===== config.mk =====
export PLATFORM = sky130hd
export DESIGN_NAME = weight_loader
export DESIGN_NICKNAME = d
export VERILOG_FILES = /design/src/rtl/nn_pkg.sv /design/src/rtl/weight_loader.sv
export SDC_FILE = /design/constraint.sdc
export NUM_CORES = 1
export LEC_CHECK = 0
export ABC_AREA = 0
export BUFFER_PORTS_ARGS = -buffer_cell sky130_fd_sc_hd__buf_2
export CORE_MARGIN = 4
export CORE_UTILIZATION = 51
export CTS_CLUSTER_DIAMETER = 200
export CTS_CLUSTER_SIZE = 30
export DETAILED_ROUTE_END_ITERATION = 7
export GPL_TIMING_DRIVEN = 0
export HOLD_SLACK_MARGIN = 0.08
export PLACE_DENSITY = 0.75
export SYNTH_ARGS = -nofsm -noshare
export SYNTH_HDL_FRONTEND = slang
export SYNTH_SLANG_ARGS = --single-unit

===== constraint.sdc =====
create_clock -name clk -period 2.1 [get_ports clk]
set_input_delay 0.105 -clock clk [delete_from_list [all_inputs] [get_ports clk]]
set_output_delay 0.105 -clock clk [all_outputs]
set_load 0.05 [all_outputs]

===== src/rtl/nn_pkg.sv =====
// rtl/nn_pkg.sv - shared network sizes, write-select encoding and loader states
package nn_pkg;

   localparam int N_IN  = 784;
   localparam int N_HID = 32;
   localparam int N_OUT = 10;

   localparam int W1_SIZE = N_IN * N_HID;
   localparam int B1_SIZE = N_HID;
   localparam int W2_SIZE = N_HID * N_OUT;
   localparam int B2_SIZE = N_OUT;

   localparam int ADDR_W = 15;

   localparam logic [1:0] SEL_W1 = 2'd0;
   localparam logic [1:0] SEL_B1 = 2'd1;
   localparam logic [1:0] SEL_W2 = 2'd2;
   localparam logic [1:0] SEL_B2 = 2'd3;

   typedef enum logic [2:0] {
      ST_IDLE,
      ST_W1,
      ST_B1,
      ST_W2,
      ST_B2,
      ST_CHK,
      ST_DONE
   } loader_state_t;

endpackage


===== src/rtl/weight_loader.sv =====
// rtl/weight_loader.sv - byte-stream writer for W1/B1/W2/B2 with trailing XOR checksum
module weight_loader #(
   parameter int N_IN  = nn_pkg::N_IN,
   parameter int N_HID = nn_pkg::N_HID,
   parameter int N_OUT = nn_pkg::N_OUT
) (
   input  logic        clk,
   input  logic        rst,
   input  logic        load_start,
   input  logic        in_valid,
   input  logic [7:0]  in_data,
   output logic        in_ready,
   output logic        wr_en,
   output logic [1:0]  wr_sel,
   output logic [14:0] wr_addr,
   output logic [7:0]  wr_data,
   output logic        busy,
   output logic        done,
   output logic        chk_err
);
   import nn_pkg::*;

   localparam logic [14:0] W1_LAST = 15'(N_IN * N_HID - 1);
   localparam logic [14:0] B1_LAST = 15'(N_HID - 1);
   localparam logic [14:0] W2_LAST = 15'(N_HID * N_OUT - 1);
   localparam logic [14:0] B2_LAST = 15'(N_OUT - 1);

   loader_state_t state, state_nxt;
   logic [14:0]   addr;
   logic [7:0]    xor_acc;
   logic [1:0]    sel_cur;
   logic          region_last;
   logic          accept;
   logic          start_ok;

   assign accept   = in_valid && in_ready;
   assign start_ok = load_start && (state == ST_IDLE || state == ST_DONE);
   assign done     = (state == ST_DONE);

   always_ff @(posedge clk or negedge rst) begin
      if (!rst) begin
         state <= ST_IDLE;
      end else begin
         state <= state_nxt;
      end
   end

   // in_ready depends only on the registered state, never on in_valid
   always_comb begin
      state_nxt   = state;
      in_ready    = 1'b0;
      busy        = 1'b0;
      sel_cur     = SEL_W1;
      region_last = 1'b0;
      case (state)
         ST_IDLE, ST_DONE: begin
            if (load_start) state_nxt = ST_W1;
         end
         ST_W1: begin
            in_ready    = 1'b1;
            busy        = 1'b1;
            sel_cur     = SEL_W1;
            region_last = (addr == W1_LAST);
            if (in_valid && region_last) state_nxt = ST_B1;
         end
         ST_B1: begin
            in_ready    = 1'b1;
            busy        = 1'b1;
            sel_cur     = SEL_B1;
            region_last = (addr == B1_LAST);
            if (in_valid && region_last) state_nxt = ST_W2;
         end
         ST_W2: begin
            in_ready    = 1'b1;
            busy        = 1'b1;
            sel_cur     = SEL_W2;
            region_last = (addr == W2_LAST);
            if (in_valid && region_last) state_nxt = ST_B2;
         end
         ST_B2: begin
            in_ready    = 1'b1;
            busy        = 1'b1;
            sel_cur     = SEL_B2;
            region_last = (addr == B2_LAST);
            if (in_valid && region_last) state_nxt = ST_CHK;
         end
         ST_CHK: begin
            in_ready = 1'b1;
            busy     = 1'b1;
            if (in_valid) state_nxt = ST_DONE;
         end
         default: state_nxt = ST_IDLE;
      endcase
   end

   // Registered write port; the address wraps to 0 on the same edge the region changes
   always_ff @(posedge clk or negedge rst) begin
      if (!rst) begin
         addr    <= '0;
         xor_acc <= '0;
         wr_en   <= 1'b0;
         wr_sel  <= SEL_W1;
         wr_addr <= '0;
         wr_data <= '0;
         chk_err <= 1'b0;
      end else begin
         wr_en <= 1'b0;
         if (start_ok) begin
            addr    <= '0;
            xor_acc <= '0;
            chk_err <= 1'b0;
         end else if (accept) begin
            if (state == ST_CHK) begin
               chk_err <= (in_data != xor_acc);
            end else begin
               wr_en   <= 1'b1;
               wr_sel  <= sel_cur;
               wr_addr <= addr;
               wr_data <= in_data;
               xor_acc <= xor_acc ^ in_data;
               addr    <= region_last ? 15'd0 : addr + 15'd1;
            end
         end
      end
   end

endmodule


==> flow_summary_export.csv <==
group,metric,value,unit
sta,setup_viol,0,
route,routedWlPerCell,14.8,um
sta,worst_slew_pin_slew,1.17,ns
sta,maxSlewViolCount,0,
clocking,clkTransAtPathRegs,0.10,ns
final_layout,fin_util,63.6,%
placed_design,portBuffers,41,
clocking,cts-htree-levels,2,
placed_design,globalplace.congestion,0.845,
sta,relSlewSlack,22.2,%
placed_design,dp_hpwl,4660,um
pwr,internal_power,2020,uW
final_layout,num_antenna_cells,0,
clocking,cts_made_buffers,5,
final_layout,area_delta_synth_final,17.9,%
final_layout,fill_cells,491,
die,floorplan.initialDensity,54.0,%
final_layout,nets,389,
die,die_h,82.7,um
pwr,p_total,3690,uW
placed_design,placedCellCount,429,
pwr,ir_worst_vdd,0.824,mV
die,die_width,82.7,um
sta,hold_violations,0,
sta,finalCriticalPeriod,2.03,ns
yosys,async_flop_share,100,%
grt,antenna_found_initial,0,
job,drv_cap,0,
grt,grt_max_degree,54,
die,num_io_pins,42,
route,ant_nets,0,
yosys,synth.yosys.warnings,0,
pwr,comb_power_share,45.1,%
sta,clock_skew,0.0132,ns
grt,track_usage,21.2,%
yosys,netlist_top_cells_count,"nand2_1, dfrtp_1, o21ai_0",
clocking,insertion_delay,0.31,ns
critical_path,cp-start-kind,"register",
yosys,syn-cell-area,2840,um^2
critical_path,crit_type,"reg -> reg",
final_layout,multi_input_comb_area,1400,um^2
worst_hold_path,min_path_type,"in -> reg",
route,drc,0,
final_layout,final_cells,446,
yosys,synth_edf_count,0,
critical_path,cp.arrival,2.26,ns
final_layout,final-seq-area,1330,um^2
pwr,p_seq_share,39.3,%
yosys,synth.area.top_cells,"dfrtp_1, nand2_1, o21ai_0",
run_status,status,"finished, final reports clean",
yosys,postSynthAreaPerCell,8.94,um^2
sta,setup_slack,0.0680,ns
route,firstDrtPassIters,4,
pwr,p_clk_share,15.6,%
pwr,cellLeakagePower,0.00163,uW
placed_design,pre_cts_ws,-0.0728,ns
clocking,cts-root-buf,"clkbuf_8",
die,core,5270,um^2
route,num_vias,2455,
yosys,yosysMostFrequentCell,"nand2_1",
sta,setup_tns,0,ns
yosys,yosysSeqAreaShare,46.6,%
critical_path,end_kind,"register",
clocking,tritoncts,"built",
route,wirelength,6620,um
yosys,synth-seq-cells,53,
clocking,clockBufferDepth,2,
sta,fmax,492,MHz
critical_path,cp_max_fo,10,
yosys,synth_cell_type_count,57,
clocking,post_cts_buffers,0,
grt,grt_first_pass_wirelength,11200,um
pwr,p_switching,1670,uW
die,die_area,6840,um^2
yosys,synthFlopType,"dfrtp_1",
yosys,synth_nets,332,
route,viasPerCell,5.50,
sta,period_share,96.8,%
yosys,synthCells,318,
route,first_iter_violations,122,
yosys,yosys.area.top_type,"dfrtp_1",
pwr,p_sw_share,45.2,%
grt,grt_pass1_vias,2357,
clocking,cts_sinks,53,
final_layout,drive_above_1_share,22.6,%
pwr,powerDensity,1100,nW/um^2
die,rows,26,
grt,grt_overflow,0,
critical_path,required,2.33,ns
yosys,synth_top_area_share,46.6,%
## critical path, stage by stage, from the launching register on
cell      delay [ns]
dfrtp_2         0.45
ha_2            0.22
and4_4          0.21
and4_1          0.20
a32o_2          0.31
or2_4           0.26
buf_6           0.15
o211ai_2        0.15
## layout by cell type, fill, tap and decap left out, types with 3 or more instances in the layout
| master | n |
|---|---|
| o21ai_0 | 22 |
| o21ai_1 | 10 |
| nand3_1 | 7 |
| clkbuf_8 | 5 |
| dlygate4sd3_1 | 9 |
| clkbuf_1 | 4 |
| nor3_1 | 3 |
| buf_6 | 5 |
| a21o_1 | 3 |
| dfrtp_1 | 52 |
| and3_1 | 3 |
| nand2b_1 | 5 |
| nor3b_1 | 5 |
| xor2_1 | 11 |
| nand4_1 | 3 |
| buf_2 | 53 |
| nand2_1 | 90 |
| xnor2_1 | 4 |
| a21oi_1 | 7 |
| nor4_1 | 5 |
| or3_1 | 3 |
| nor2_1 | 18 |
## through the flow
step | cell area [um^2] | hold slack, ns
2_1_floorplan | 2840 | -0.191
3_3_place_gp | 3140 | 0.356
3_5_place_dp | 3140 | 0.363
4_1_cts | 3320 | 0.137
5_1_grt | 3350 | 0.157
6_report | 3350 | 0.151
## layer usage
metal  vias to the layer above  GRT usage, %  routed length [um]
met1                      1201          29.2                3250
met4                         0          4.08                  48
met2                        47          35.4                3060
met3                         5          3.58                 255
li1                       1202             -                   -
met5                         -             0                   0
## what timing repair did
| action | CTS | global route |
|---|---|---|
| hold buffers | 9 | 0 |
| hold endpoints to repair | 26 | 0 |
| gates resized for setup | 1 | 8 |
| cloned | 0 | 0 |
| endpoints found under the setup margin | 36 | 22 |
## sequential cells by signal, summed over array words and instances (netlist names)
register / count
wr_sel: 2
chk_err: 1
xor_acc: 8
state: 3
wr_data: 8
wr_addr: 15
wr_en: 1
addr: 15
## cell families after synthesis
family,count (synthesis),share of synthesized area [%]
AND/OR/NAND/NOR,162,28.0
AO/OA/AOI/OAI,59,13.7
flip-flops,53,46.6
buffers and inverters,25,5.41
XOR/XNOR,15,4.62
multiplexers,2,0.748
adder cells (fa/ha/maj),2,0.880
## power groups by stage
stage | logic, uW | registers, uW | clock network (uW)
2_1_floorplan | 801 | 1870 | 0
3_3_place_gp | 1580 | 1450 | 0
3_5_place_dp | 1610 | 1460 | 0
4_1_cts | 1630 | 1450 | 591
5_1_grt | 1800 | 1480 | 635
6_report | 1660 | 1450 | 577
## cell type report
| cell class | instances | share of cell area, % |
|---|---|---|
| Inverter | 2 | 0.224 |
| Sequential cell | 53 | 39.6 |
| Timing Repair Buffer | 50 | 8.81 |
| Tap cell | 70 | 2.61 |
| Clock inverter | 2 | 0.448 |
| Multi-Input combinational cell | 240 | 41.8 |
| Buffer | 23 | 4.40 |
| Clock buffer | 6 | 2.16 |
## final timing paths
path | startpoint | end | slack, ns | cells past startpoint
min | in_valid | wr_sel[0]$_DFFE_PN0P_ | 0.15 | 3
min reg2reg | wr_data[0]$_DFFE_PN0P_ | wr_data[0]$_DFFE_PN0P_ | 0.48 | 2
max reg2reg | addr[0]$_DFFE_PN0P_ | addr[3]$_DFFE_PN0P_ | 0.07 | 7
min in group asynchronous | rst | wr_data[4]$_DFFE_PN0P_ | 0.56 | 2
max | addr[0]$_DFFE_PN0P_ | addr[3]$_DFFE_PN0P_ | 0.07 | 7
max in group asynchronous | rst | addr[0]$_DFFE_PN0P_ | 0.74 | 2
(Power assumes the default switching activity.)
